$ cat src/rtl/usrprj_out_packer.sv
// Packs FFT/NTT engine results into a 32-bit AXI-Stream: F words pass through, U samples go two per word.
// Optional XOR checksum of emitted words is enabled by defining USRPRJ_OUTPACK_CHKSUM_EN.
module usrprj_out_packer #(
   parameter int pDATA_WIDTH = 32,
   parameter int pCNT_WIDTH  = 12
) (
   input  logic                   axi_clk,
   input  logic                   axi_rst,
   input  logic [1:0]             mode,
   input  logic                   start,
   input  logic                   in_tvalid,
   input  logic [pDATA_WIDTH-1:0] in_tdata,
   input  logic                   in_tlast,
   output logic                   in_tready,
   output logic                   out_tvalid,
   output logic [pDATA_WIDTH-1:0] out_tdata,
   output logic                   out_tlast,
   input  logic                   out_tready,
   output logic                   done,
   output logic                   err_len,
   output logic [pCNT_WIDTH-1:0]  beat_cnt,
   output logic [31:0]            chksum
);

   typedef enum logic [1:0] {S_IDLE, S_RUN, S_FLUSH, S_DONE} state_t;

   localparam logic [pCNT_WIDTH-1:0] F_LEN = pCNT_WIDTH'(32'd2048);
   localparam logic [pCNT_WIDTH-1:0] U_LEN = pCNT_WIDTH'(32'd1024);

   state_t                   state_q, state_d;
   logic                     umode_q, umode_d;
   logic                     phase_q, phase_d;
   logic [15:0]              half_q, half_d;
   logic [pCNT_WIDTH-1:0]    cnt_q, cnt_d;
   logic                     err_q, err_d;
   logic                     done_q, done_d;
   logic                     rdy_q, rdy_d;
   logic                     vld_q, vld_d;
   logic [1:0]               bcnt_q, bcnt_d;
   logic [pDATA_WIDTH-1:0]   e0_data_q, e0_data_d, e1_data_q, e1_data_d;
   logic                     e0_last_q, e0_last_d, e1_last_q, e1_last_d;
   logic [31:0]              chk_q, chk_d;

   logic                     accept_s, pop_s, push_s, push_last_s, end_s;
   logic [pDATA_WIDTH-1:0]   push_data_s;
   logic [pCNT_WIDTH-1:0]    exp_len_s, cnt_inc_s;

   // Next-state logic for frame FSM, U-mode pairing and the two-entry skid buffer
   always_comb begin
      state_d     = state_q;
      umode_d     = umode_q;
      phase_d     = phase_q;
      half_d      = half_q;
      cnt_d       = cnt_q;
      err_d       = err_q;
      e0_data_d   = e0_data_q;
      e0_last_d   = e0_last_q;
      e1_data_d   = e1_data_q;
      e1_last_d   = e1_last_q;
      bcnt_d      = bcnt_q;
      chk_d       = chk_q;
      push_s      = 1'b0;
      push_last_s = 1'b0;
      push_data_s = '0;
      end_s       = 1'b0;
      accept_s    = in_tvalid && rdy_q;
      pop_s       = vld_q && out_tready;
      exp_len_s   = umode_q ? U_LEN : F_LEN;
      cnt_inc_s   = cnt_q + pCNT_WIDTH'(32'd1);

      case (state_q)
         S_IDLE, S_DONE: begin
            if (start) begin
               state_d = S_RUN;
               umode_d = mode[1];
               phase_d = 1'b0;
               half_d  = 16'h0000;
               cnt_d   = '0;
               err_d   = 1'b0;
               chk_d   = 32'h0000_0000;
            end else begin
               state_d = state_q;
            end
         end
         S_RUN: begin
            if (accept_s) begin
               cnt_d = (cnt_q == exp_len_s) ? cnt_q : cnt_inc_s;
               end_s = in_tlast || (cnt_inc_s == exp_len_s);
               if (in_tlast ^ (cnt_inc_s == exp_len_s)) begin
                  err_d = 1'b1;
               end else begin
                  err_d = err_q;
               end
               // An even U sample that ends the frame is emitted alone, zero-padded above
               if (!umode_q) begin
                  push_s      = 1'b1;
                  push_data_s = in_tdata;
                  push_last_s = end_s;
               end else if (phase_q) begin
                  push_s      = 1'b1;
                  push_data_s = {in_tdata[15:0], half_q};
                  push_last_s = end_s;
                  phase_d     = 1'b0;
               end else if (end_s) begin
                  push_s      = 1'b1;
                  push_data_s = {16'h0000, in_tdata[15:0]};
                  push_last_s = 1'b1;
               end else begin
                  half_d  = in_tdata[15:0];
                  phase_d = 1'b1;
               end
               if (end_s) begin
                  state_d = S_FLUSH;
               end else begin
                  state_d = S_RUN;
               end
            end else begin
               state_d = S_RUN;
            end
         end
         S_FLUSH: begin
            if (pop_s && e0_last_q) begin
               state_d = S_DONE;
            end else begin
               state_d = S_FLUSH;
            end
         end
         default: state_d = S_IDLE;
      endcase

      case ({push_s, pop_s})
         2'b10: begin
            if (bcnt_q == 2'd0) begin
               e0_data_d = push_data_s;
               e0_last_d = push_last_s;
            end else begin
               e1_data_d = push_data_s;
               e1_last_d = push_last_s;
            end
            bcnt_d = bcnt_q + 2'd1;
         end
         2'b01: begin
            e0_data_d = e1_data_q;
            e0_last_d = e1_last_q;
            bcnt_d    = bcnt_q - 2'd1;
         end
         2'b11: begin
            if (bcnt_q == 2'd1) begin
               e0_data_d = push_data_s;
               e0_last_d = push_last_s;
            end else begin
               e0_data_d = e1_data_q;
               e0_last_d = e1_last_q;
               e1_data_d = push_data_s;
               e1_last_d = push_last_s;
            end
         end
         default: bcnt_d = bcnt_q;
      endcase

      if (pop_s) begin
         chk_d = chk_d ^ 32'(e0_data_q);
      end else begin
         chk_d = chk_d;
      end

      // Ready looks at next-cycle occupancy so out_tready never reaches in_tready combinationally
      rdy_d  = (state_d == S_RUN) && (bcnt_d != 2'd2);
      vld_d  = (bcnt_d != 2'd0);
      done_d = (state_d == S_DONE);
   end

   // State and output registers; reset drops any buffered data
   always_ff @(posedge axi_clk or posedge axi_rst) begin
      if (axi_rst) begin
         state_q   <= S_IDLE;
         umode_q   <= 1'b0;
         phase_q   <= 1'b0;
         half_q    <= 16'h0000;
         cnt_q     <= '0;
         err_q     <= 1'b0;
         done_q    <= 1'b0;
         rdy_q     <= 1'b0;
         vld_q     <= 1'b0;
         bcnt_q    <= 2'd0;
         e0_data_q <= '0;
         e0_last_q <= 1'b0;
         e1_data_q <= '0;
         e1_last_q <= 1'b0;
         chk_q     <= 32'h0000_0000;
      end else begin
         state_q   <= state_d;
         umode_q   <= umode_d;
         phase_q   <= phase_d;
         half_q    <= half_d;
         cnt_q     <= cnt_d;
         err_q     <= err_d;
         done_q    <= done_d;
         rdy_q     <= rdy_d;
         vld_q     <= vld_d;
         bcnt_q    <= bcnt_d;
         e0_data_q <= e0_data_d;
         e0_last_q <= e0_last_d;
         e1_data_q <= e1_data_d;
         e1_last_q <= e1_last_d;
         chk_q     <= chk_d;
      end
   end

   assign in_tready  = rdy_q;
   assign out_tvalid = vld_q;
   assign out_tdata  = vld_q ? e0_data_q : '0;
   assign out_tlast  = vld_q && e0_last_q;
   assign done       = done_q;
   assign err_len    = err_q;
   assign beat_cnt   = cnt_q;
`ifdef USRPRJ_OUTPACK_CHKSUM_EN
   assign chksum     = chk_q;
`else
   assign chksum     = 32'h0000_0000;
`endif

endmodule

$ cat config.mk
export PLATFORM = sky130hd
export DESIGN_NAME = usrprj_out_packer
export DESIGN_NICKNAME = d
export VERILOG_FILES = /design/src/rtl/usrprj_out_packer.sv
export SDC_FILE = /design/constraint.sdc
export NUM_CORES = 1
export LEC_CHECK = 0
export CORE_MARGIN = 2
export CORE_UTILIZATION = 45
export DETAILED_ROUTE_END_ITERATION = 8
export PLACE_DENSITY = 0.68
export SETUP_SLACK_MARGIN = 0.5
export SYNTH_ARGS = -nofsm -noshare
export SYNTH_HDL_FRONTEND = slang
export SYNTH_SLANG_ARGS = --single-unit
$ cat constraint.sdc
create_clock -name axi_clk -period 8.1 [get_ports axi_clk]
set_input_delay 1.62 -clock axi_clk [delete_from_list [all_inputs] [get_ports axi_clk]]
set_output_delay 1.62 -clock axi_clk [all_outputs]
set_load 0.01 [all_outputs]
* Word level (Yosys, flattened, before mapping)
Cells that the tools add are included.
Storage, ports and cells: word-level logic and storage cells 113, register bits after elaboration 104, output and inout port bits 81
Operators by class: $add $sub $neg 3, muxes and demuxes 53, eq/ne operators 22, bitwise logic cells 1, reductions and logical operators 20
Operator list (number):
- $mux 32 | 9
- $mux 16 | 6
- $pmux 32 s3 | 1
- $pmux 32 s2 | 1
- $mux 12 | 4
- $pmux 16 s2 | 1
- $eq 12x12->1 | 2
- $pmux 12 s2 | 1
- $ne 2x2->1 const B | 11
- $mux 1 | 21
- $add 12x1->12 const B | 1
- $reduce_and 4->1 | 3
- $eq 2x2->1 const B | 5
- $eq 2x1->1 const B | 4
- $mux 2 | 3
- $pmux 1 s2 | 3
- $pmux 2 s3 | 1
- $reduce_and 6->1 | 1
- $reduce_bool 2->1 | 3
- $logic_and 1x1->1 | 5
- $logic_not 2->1 | 2
- $pmux 2 s2 | 1
- $reduce_and 2->1 | 2
- $pmux 1 s3 | 1
- 7 further kinds | 7

* Logic depth before layout (Yosys ltp)
Gate-level depths: netlist of run 1.
depth in word-level cells 12, depth in mapped cells 17

* Worst setup path before layout of run 1
No wires, ideal clock.
path kind reg-to-reg, start register cnt_q[0], in the netlist beat_cnt[0], end register e1_data_q[0], path buffers 2, arrival time 3.494 ns, data required time 7.975 ns, setup slack 4.481 ns, library setup time 0.125 ns, stages on the path, launching flop included 16, period minus slack after synthesis 3.619 ns, cell sequence dfrtp_1 > ha_1 > buf_2 > nand4_1 > or3_1 > nand2_1 > o22ai_1 > o211ai_1 > ha_1 > nand3_1 > nand2_1 > inv_1 > ha_1 > o211ai_1 > clkbuf_1 > mux2_2
On the way: cells in the longest elaborated chain, start to end 11, elaborated cells between the ends (all ways) 22
Ends and longest elaborated chain:
- from (decl) | RTL line 34 | logic [pCNT_WIDTH-1:0] cnt_q, cnt_d;
- from (signal assigned) | RTL line 196 | cnt_q <= cnt_d;
- $add 12x1->12 (*) | RTL line 69 | cnt_inc_s = cnt_q + pCNT_WIDTH'(32'd1);
- $eq 12x12->1 (*) | RTL line 88 | end_s = in_tlast || (cnt_inc_s == exp_len_s);
- $logic_or 1x1->1 (*) | RTL line 88
- $mux 1 | RTL line 104 | end else if (end_s) begin
- $mux 1 | RTL line 99 | end else if (phase_q) begin
- $mux 1 | RTL line 95 | if (!umode_q) begin
- $mux 1 | RTL line 86 | if (accept_s) begin
- $mux 1 | RTL line 71 | case (state_q)
- $eq 2x2->1 | RTL line 131 | case ({push_s, pop_s})
- $ne 2x2->1 (no line) / $reduce_bool 2->1 (equally long branches)
- $reduce_and 3->1 (no line)
- to (signal assigned) | RTL line 204 | e1_data_q <= e1_data_d;
- to (decl) | RTL line 40 | logic [pDATA_WIDTH-1:0] e0_data_q, e0_data_d, e1_data_q, e1_data_d;
Every way passes the cells marked *; elsewhere a longest branch is shown, timed or not. The select of a mux whose other input is x is not followed. A chain may end at the register's enable or synchronous reset.

* Final worst setup path of run 1
start register cnt_q[0], in the netlist beat_cnt[0], end register e1_data_q[15]
Same word-level chain as after synthesis.

==> reports/results.tsv, run 1 <==
metric	value	unit
CTS tree	yes	
clock share of power	21.3	%
Worst-path clk slew	0.08	ns
Max rail drop VDD	0.129	mV
largest net degree at the start of global routing	67	
final hold vios	0	
max cap viols	0	
total power	2130	µW
Synth Area in Compound Gates	18.6	%
CP Data Required Time	8.34	ns
via density per instance	5.37	
WS Path Type	reg -> reg	
global-route wire length before repair	22400	µm
YS warnings	0	
CP Capture Type	flip-flop	
post-synthesis cell type count	45	
post-synthesis sequential area ratio	45.8	%
final hold slack	0.508	ns
WL final	13800	µm
Fmax achieved	248	MHz
crit-path max FO	33	
Yosys reg bits	104	
outcome	complete, no violations	
mean routed wirelength per cell	16.5	µm
setup violators final	0	
dpl cell area	6550	µm²
final non-filler cell area	6860	µm²
commonest non-fill, non-tap cell in the layout	dfrtp_1	
clk_skew	0.00951	ns
highest-count cells in the layout ignoring fill and taps	104 x dfrtp_1, 87 x clkdlybuf4s50_1, 73 x nor2_1	
Initial Util	45.6	%
simple-gate share of the synthesized area	16.1	%
ANT cells	0	
adder-cell share of the synthesized area	2.64	%
Tcrit/Tclk final	49.8	%
Remaining Overflow, GRT	0	
TritonCTS Buffers	9	
Area growth syn-to-layout	20.8	%
Post-Synth XOR/XNOR Area	0.771	%
WP data arrival	4.27	ns
setup tns final	0	ns
clk sinks	104	
pre-CTS setup slack	3.93	ns
drt first pass iters	5	
core box area	12500	µm²
Seq pwr share	36.7	%
Slew HR	14.1	%
via count	4516	
multiplexer share of the synthesized area	7.44	%
Worst Setup Start Kind	flip-flop	
unrepaired setup endpoints after global routing	no	
Chip Width	116	µm
share of post-route cells with drive strength above 1	10.6	%
largest family of logic cells by synthesized area	compound AO/OA/AOI/OAI gates	
buffer levels on the longest clock path	2	
CTS resizes	0	
DRC viols	0	
share of flip-flops with an asynchronous set or reset	100	%
Cell Area, Synth	5680	µm²
Post-CTS Setup Bufs	0	
Final Max Slew Viols	0	
Comb pwr share	42.0	%
Final Worst Setup Slack	4.07	ns
cts hold-fix bufs	0	
H-tree levels	3	
HPWL Detailed	8970	µm
GP Congestion	0.825	
EDFF count, synth	0	
syn_area_per_cell	9.53	µm²
sw power	806	µW
power per cell area	311	nW/µm²
Net Sw Frac	37.8	%
Hold Path Class	reg -> reg	
I/O Pins	121	
Die ar.	13500	µm²
initial antenna violation count	0	
Final #Nets	716	
Post-synth top flop	dfrtp_1	
vias in the first global route	4395	
clock latency at the later pin of the worst-skew pair	0.35	ns
DR iter-0 viols	415	
Root Driver	clkbuf_16	
Cells after Synth	596	
Tightest Pin Transition	1.29	ns
GRT Overall Usage	21.3	%
Chip Height	116	µm
clock period minus worst slack	4.03	ns
ANT nets after route	0	
Leakage Power	0.00297	µW
Internal	1330	µW
count of port buffers added during placement	87	
Rows	41	
## power groups by stage
stage          Sequential (µW)  Combinational, µW  Clock (µW)
4_1_cts                    783                901         462
2_1_floorplan              741                588           0
3_3_place_gp               785                871           0
6_report                   782                896         454
3_5_place_dp               793                895           0
5_1_grt                    806                992         482
## final cells by class
cell class	instances	area [µm²]
Timing Repair Buffer	96	938
Multi-Input combinational cell	433	2720
Clock inverter	7	82.6
Tap cell	172	215
Clock buffer	9	225
Sequential cell	104	2600
Fill cell	1127	5600
Inverter	20	77.6
## final timing paths
kind	slack (ns)	from	end	cells after the start
worst max-delay path	4.07	beat_cnt[0]$_DFFE_PP0P_	e1_data_q[15]$_DFFE_PP0P_	14
worst min-delay path	0.51	e1_data_q[30]$_DFFE_PP0P_	e1_data_q[30]$_DFFE_PP0P_	1
worst max register to register	4.07	beat_cnt[0]$_DFFE_PP0P_	e1_data_q[15]$_DFFE_PP0P_	14
worst min register to register	0.51	e1_data_q[30]$_DFFE_PP0P_	e1_data_q[30]$_DFFE_PP0P_	1
max in group asynchronous	5.21	axi_rst	e0_data_q[16]$_DFFE_PP0P_	3
min in group asynchronous	1.66	axi_rst	umode_q$_DFFE_PP0P_	2
## stage by stage
stage | std cells | utilization [%]
after floorplan | 627 | -
after global placement | 825 | 52.6
after detailed placement | 825 | 52.6
after CTS | 841 | 55.0
after global routing | 841 | 55.0
final | 841 | 55.0
## sequential cells by signal, indices dropped and copies added (netlist names), 2 cells and up
name       flops
beat_cnt      12
e0_data_q     32
e1_data_q     32
bcnt_q         2
state_q        2
half_q        16
## cell usage after synthesis, types with 12 or more instances
| cell | number | share of area, % |
|---|---|---|
| dfrtp_1 | 104 | 46 |
| nor2_1 | 74 | 4.9 |
| a21oi_1 | 62 | 5.5 |
| a22oi_1 | 49 | 6.5 |
| and2_1 | 36 | 4.0 |
| mux2_2 | 34 | 6.7 |
| buf_4 | 32 | 4.2 |
| clkbuf_1 | 29 | 1.9 |
| nand2_1 | 21 | 1.4 |
| inv_1 | 20 | 1.3 |
| a22o_1 | 17 | 2.6 |
| nor2b_1 | 16 | 1.8 |
| o21ai_0 | 14 | 1.2 |
| ha_1 | 12 | 2.6 |
## kinds of logic (layout without fill, tap and decap cells)
group	after synthesis	in the layout
flops	104	104
xor+xnor	5	5
fa+ha+maj	12	12
buf+inv	90	132
simple gates	184	184
other cells	1	32
mux	38	38
compound gates	162	162
## critical path: stages (launching register included)
cell      delay, ns
dfrtp_1        0.44
ha_1           0.41
nand4_1        0.25
or3_1          0.47
nand2_1        0.09
o22ai_1        0.07
o211ai_1       0.27
ha_1           0.22
nand3_1        0.13
nand2_1        0.16
inv_1          0.08
ha_1           0.28
o211ai_1       0.18
buf_4          0.45
mux2_2         0.40
## layer usage
layer | global-route usage (%) | share of wire (%)
met5 | 0 | 0
met1 | 29.3 | 46
met2 | 34.6 | 47
met3 | 3.58 | 5.0
met4 | 6.67 | 1.2
No activity file was read; power rests on OpenSTA's default activity.
==> inputs of run 2 (changes only) <==
==> constraint.sdc (replaced) <==
create_clock -name axi_clk -period 3.9 [get_ports axi_clk]
set_input_delay 0.78 -clock axi_clk [delete_from_list [all_inputs] [get_ports axi_clk]]
set_output_delay 0.78 -clock axi_clk [all_outputs]
set_load 0.01 [all_outputs]
==> run 2 against run 1 <==
Against the previous run: via count rose by 4.8%; first-iteration DRC count is 11% lower; worst setup slack got worse by 3.4 ns; fmax rose by 25%; count of clock-buffer cells in the layout increased by 1; core utilization grew 3.3 points; register-to-register slack lost 3.4 ns; critical path type unchanged; largest power group unchanged.
==> reports/results.tsv, run 2 (synthesized netlist as in run 1, its figures left out) <==
metric	value	unit
Remaining Overflow, GRT	0	
DRC viols	0	
clock share of power	20.3	%
TritonCTS Buffers	9	
R2R Path Start	beat_cnt[0]$_DFFE_PP0P_	
Worst Setup Start Kind	flip-flop	
RR Endpoint	e1_data_q[19]$_DFFE_PP0P_	
Setup crit end	e1_data_q[19]$_DFFE_PP0P_	
outcome	complete, no violations	
count of port buffers added during placement	87	
clk sinks	104	
clock period minus worst slack	3.23	ns
Worst-path clk slew	0.07	ns
Final #Nets	737	
Comb pwr share	45.3	%
CP Data Required Time	4.13	ns
via density per instance	5.49	
Tightest Pin Transition	0.714	ns
CP Capture Type	flip-flop	
Reg2Reg Depth	15	
DR iter-0 viols	371	
clock latency at the later pin of the worst-skew pair	0.35	ns
GRT Overall Usage	21.9	%
Chip Height	116	µm
final hold vios	0	
WS Path Type	reg -> reg	
unrepaired setup endpoints after global routing	yes	
setup violators final	0	
Fmax achieved	309	MHz
Initial Util	45.6	%
Internal	2860	µW
ANT cells	0	
largest net degree at the start of global routing	67	
buffer levels on the longest clock path	2	
power per cell area	630	nW/µm²
Chip Width	116	µm
Max rail drop VDD	0.241	mV
Rows	41	
CTS tree	yes	
global-route wire length before repair	23000	µm
H-tree levels	3	
I/O Pins	121	
cts hold-fix bufs	0	
launch point of the worst path	beat_cnt[0]$_DFFE_PP0P_	
HPWL Detailed	9030	µm
largest registers	e0_data_q (32), e1_data_q (32), half_q (16)	
GP Congestion	0.847	
Leakage Power	0.00316	µW
highest-count cells in the layout ignoring fill and taps	96 x dfrtp_1, 87 x clkdlybuf4s50_1, 73 x nor2_1	
sw power	1720	µW
WL final	14700	µm
max cap viols	0	
mean routed wirelength per cell	17.1	µm
Seq pwr share	34.5	%
Area growth syn-to-layout	28.0	%
ANT nets after route	0	
fill cell count	1078	
setup tns final	0	ns
Slew HR	52.3	%
core box area	12500	µm²
Tcrit/Tclk final	82.9	%
WP data arrival	3.46	ns
Die ar.	13500	µm²
final hold slack	0.506	ns
Worst R2R Setup Slack	0.67	ns
clk_skew	0.00952	ns
vias in the first global route	4353	
Net Sw Frac	37.6	%
via count	4735	
Root Driver	clkbuf_16	
initial antenna violation count	0	
commonest non-fill, non-tap cell in the layout	dfrtp_1	
Final Max Slew Viols	0	
share of post-route cells with drive strength above 1	17.0	%
drt first pass iters	5	
crit-path max FO	9	
Hold Path Class	reg -> reg	
[run 2: cell count changes in the layout (fill, tap and decap cells not counted), moves of 3 or more]
cell	change
dfrtp_2	+8
mux2_4	+11
buf_4	+14
ha_4	+3
mux2_2	-11
dfrtp_1	-8
ha_1	-4
nand2_1	-3
buf_12	+4
[run 2: worst max-delay path, stage by stage (launching register included)]
cell and delay [ns]:
dfrtp_2 0.39, ha_4 0.16, nand4_1 0.13, or3_4 0.42
nand2_2 0.08, o22ai_2 0.06, o211ai_1 0.28, ha_2 0.27
nand3_4 0.10, nand2_4 0.11, inv_4 0.05, ha_4 0.15
o211ai_1 0.24, buf_4 0.17, clkbuf_16 0.16, mux2_2 0.34
[run 2: worst min-delay path by stage]
| stage | start | endpoint | slack [ns] | cells past startpoint |
|---|---|---|---|---|
| 2_1_floorplan | half_q[10]$_DFFE_PP0P_ | half_q[10]$_DFFE_PP0P_ | 0.47 | 1 |
| 3_3_place_gp | e1_data_q[27]$_DFFE_PP0P_ | e1_data_q[27]$_DFFE_PP0P_ | 0.49 | 1 |
| 3_5_place_dp | half_q[9]$_DFFE_PP0P_ | half_q[9]$_DFFE_PP0P_ | 0.49 | 1 |
| 4_1_cts | e1_data_q[31]$_DFFE_PP0P_ | e1_data_q[31]$_DFFE_PP0P_ | 0.51 | 1 |
| 5_1_grt | e1_data_q[3]$_DFFE_PP0P_ | e1_data_q[3]$_DFFE_PP0P_ | 0.52 | 1 |
| 6_report | e1_data_q[22]$_DFFE_PP0P_ | e1_data_q[22]$_DFFE_PP0P_ | 0.51 | 1 |
[run 2: layout make-up]
cell class,count,area (µm²),share of cell area (%)
Multi-Input combinational cell,433,2870,39.5
Sequential cell,104,2610,35.9
Timing Repair Buffer,117,1180,16.3
Clock buffer,10,239,3.29
Tap cell,172,215,2.96
Inverter,20,81.3,1.12
Clock inverter,6,67.6,0.929
[run 2: per-layer routing]
metal / wire length [µm] / vias up / GRT usage, %
li1: - / 2197 / -
met2: 7060 / 185 / 34.7
met5: 0 / - / 0
met4: 247 / 0 / 7.54
met3: 1030 / 13 / 3.63
met1: 6400 / 2340 / 30.8
[run 2: what timing repair did]
action | in CTS | in global routing
gates resized for setup | 7 | 35
pin swaps | 4 | 10
cloned | 2 | 1
buffers inserted | 9 | 6
setup endpoints to repair | 67 | 68
[run 2: power groups by stage]
stage | logic, µW | registers [µW] | clock network, µW
after floorplan | 1230 | 1540 | 0
after global placement | 1910 | 1580 | 0
after detailed placement | 1940 | 1590 | 0
after CTS | 2000 | 1570 | 945
after global routing | 2270 | 1620 | 988
final | 2070 | 1580 | 929
[run 2: through the flow]
step	power (µW)	setup slack, ns	area (µm²)	util [%]	cells
final	4580	0.668	7270	58.3	862
after global routing	4880	0.444	7270	58.3	862
after CTS	4520	0.510	7080	56.8	855
after detailed placement	3540	0.262	6640	53.2	828
after global placement	3490	0.351	6640	53.2	828
after floorplan	2770	0.508	5840	-	627
==> inputs of run 3 (changes only) <==
--- a/config.mk
+++ b/config.mk
@@ -8,7 +8,7 @@
 export CORE_MARGIN = 2
 export CORE_UTILIZATION = 45
 export DETAILED_ROUTE_END_ITERATION = 8
-export PLACE_DENSITY = 0.68
+export PLACE_DENSITY = 0.71
 export SETUP_SLACK_MARGIN = 0.5
 export SYNTH_ARGS = -nofsm -noshare
 export SYNTH_HDL_FRONTEND = slang
==> constraint.sdc (replaced) <==
create_clock -name axi_clk -period 2.7 [get_ports axi_clk]
set_input_delay 0.54 -clock axi_clk [delete_from_list [all_inputs] [get_ports axi_clk]]
set_output_delay 0.54 -clock axi_clk [all_outputs]
set_load 0.01 [all_outputs]
==> run 3 against run 2 <==
Against the previous run: the run now ends with negative setup slack left; first-iteration DRC count increased by 1.6%; total power increased by 61%; clock skew increased by 0.0014 ns; clock power increased by 39%; non-clock buffer count increased by 46; cell count increased by 5.5%; sequential cell count unchanged; register-to-register slack got worse by 1.2 ns; final area increased by 14%; die area unchanged; core utilization increased by 8.0 points; critical endpoint is now e1_data_q[24]$_DFFE_PP0P_; largest power group unchanged; highest routed layer unchanged.
==> reports/results.tsv, run 3 (synthesized netlist as in run 1, its figures left out) <==
metric	value	unit
Rows	41	
Area growth syn-to-layout	45.7	%
Root Driver	clkbuf_16	
CP Data Required Time	2.94	ns
final non-filler cell area	8270	µm²
global-route wire length before repair	24200	µm
TritonCTS Buffers	9	
CTS tree	yes	
Fmax achieved	307	MHz
CP Capture Type	flip-flop	
Die ar.	13500	µm²
dpl cell area	7000	µm²
Final Worst Setup Slack	-0.555	ns
clk sinks	104	
GRT Overall Usage	23.1	%
largest registers	e0_data_q (32), e1_data_q (32), half_q (16)	
ANT nets after route	0	
Initial Util	45.6	%
power per cell area	892	nW/µm²
Comb pwr share	51.1	%
Hold Path Class	in -> async	
total power	7380	µW
DR iter-0 viols	377	
Tightest Pin Transition	0.521	ns
commonest non-fill, non-tap cell in the layout	dfrtp_1	
I/O Pins	121	
GP Congestion	0.834	
largest net degree at the start of global routing	98	
vias in the first global route	4811	
clock period minus worst slack	3.26	ns
clock latency at the later pin of the worst-skew pair	0.35	ns
clk_skew	0.0109	ns
Internal	4450	µW
ANT cells	0	
mean routed wirelength per cell	18.8	µm
WL final	17100	µm
WP data arrival	3.50	ns
highest-count cells in the layout ignoring fill and taps	101 x dfrtp_1, 70 x nor2_1, 56 x clkdlybuf4s50_1	
H-tree levels	3	
crit-path max FO	5	
DRC viols	0	
outcome	finished with violations	
Reg2Reg Depth	15	
count of port buffers added during placement	87	
setup tns final	-34.91	ns
Max rail drop VDD	0.524	mV
via count	5029	
via density per instance	5.53	
Final Max Slew Viols	0	
sw power	2930	µW
Final #Nets	784	
Remaining Overflow, GRT	0	
Chip Width	116	µm
WS Path Type	reg -> reg	
share of post-route cells with drive strength above 1	29.7	%
initial antenna violation count	0	
Worst-path clk slew	0.08	ns
clock share of power	17.4	%
max cap viols	0	
unrepaired setup endpoints after global routing	yes	
Tcrit/Tclk final	121	%
buffer levels on the longest clock path	2	
drt first pass iters	5	
HPWL Detailed	9820	µm
Worst Setup Start Kind	flip-flop	
core box area	12500	µm²
Net Sw Frac	39.8	%
Slew HR	65.3	%
setup violators final	87	
final hold vios	0	
Seq pwr share	31.5	%
Chip Height	116	µm
failing checks	negative setup slack	
Leakage Power	0.00400	µW
==> run 3: cell types whose count changed in the layout (fill, tap and decap cells not counted), sizes merged <==
cell / change
dlymetal6s2s: +31
clkinvlp: -1
inv: +4
clkinv: -1
buf: +44
clkbuf: +1
nand2: +1
bufinv: -1
clkdlybuf4s50: -31
==> run 3: path summary, 6_finish.rpt <==
| check | from | endpoint | slack, ns |
|---|---|---|---|
| min in group axi_clk | half_q[14]$_DFFE_PP0P_ | half_q[14]$_DFFE_PP0P_ | 0.52 |
| max reg2reg | beat_cnt[4]$_DFFE_PP0P_ | e1_data_q[24]$_DFFE_PP0P_ | -0.56 |
| min reg2reg | half_q[14]$_DFFE_PP0P_ | half_q[14]$_DFFE_PP0P_ | 0.52 |
| min | axi_rst | beat_cnt[10]$_DFFE_PP0P_ | 0.47 |
| max | beat_cnt[4]$_DFFE_PP0P_ | e1_data_q[24]$_DFFE_PP0P_ | -0.56 |
| max in group asynchronous | axi_rst | out_tvalid$_DFF_PP0_ | 1.45 |
==> run 3: routing by layer <==
| layer | vias up | track usage (%) | share of wire (%) |
|---|---|---|---|
| met5 | - | 0 | 0 |
| li1 | 2288 | - | - |
| met2 | 229 | 39.9 | 50 |
| met1 | 2478 | 30.5 | 40 |
| met4 | 0 | 8.02 | 3.0 |
| met3 | 34 | 2.49 | 6.8 |
==> run 3: worst max-delay path, stage by stage, from the launching register on <==
cell and delay, ns:
dfrtp_1 0.41, nand3_1 0.23, nor3_4 0.28, mux2i_1 0.13
nor4_1 0.31, o211ai_1 0.23, ha_2 0.24, nand3_2 0.07
nand2_2 0.08, inv_4 0.09, ha_4 0.17, nand2_2 0.07
o211ai_1 0.13, buf_4 0.21, clkbuf_16 0.17, mux2_4 0.32
==> run 3: through the flow <==
stage          worst slack (ns)  hold WS, ns  utilization, %  instances
2_1_floorplan            -0.617        0.473               -        627
3_3_place_gp             -0.471        0.487            56.1        862
3_5_place_dp             -0.523        0.491            56.1        862
4_1_cts                  -0.516        0.467            60.7        888
5_1_grt                  -0.681        0.493            66.4        909
6_report                 -0.555        0.469            66.4        909
==> run 3: what timing repair did <==
action,CTS,global route
cloned,4,6
gates resized for setup,39,126
hold buffers,0,0
setup buffers,6,15
endpoints found under the setup margin,124,136
pin swaps,21,41
==> run 3: power by group through the flow <==
stage	combinational, µW	sequential [µW]	clock (µW)
finish	3770	2320	1290
global route	4060	2380	1380
CTS	3270	2270	1300
detailed placement	2940	2300	0
global placement	2870	2280	0
floorplan	1860	2230	0
==> run 3: cell type report <==
cell class,count,area (µm²)
flip-flops and latches,104,2610
repair buffers,163,1800
inverters,20,81.3
clock inverters,7,58.8
clock buffers,9,225
multi-input cells,434,3290
fillers,966,4190
well taps,172,215
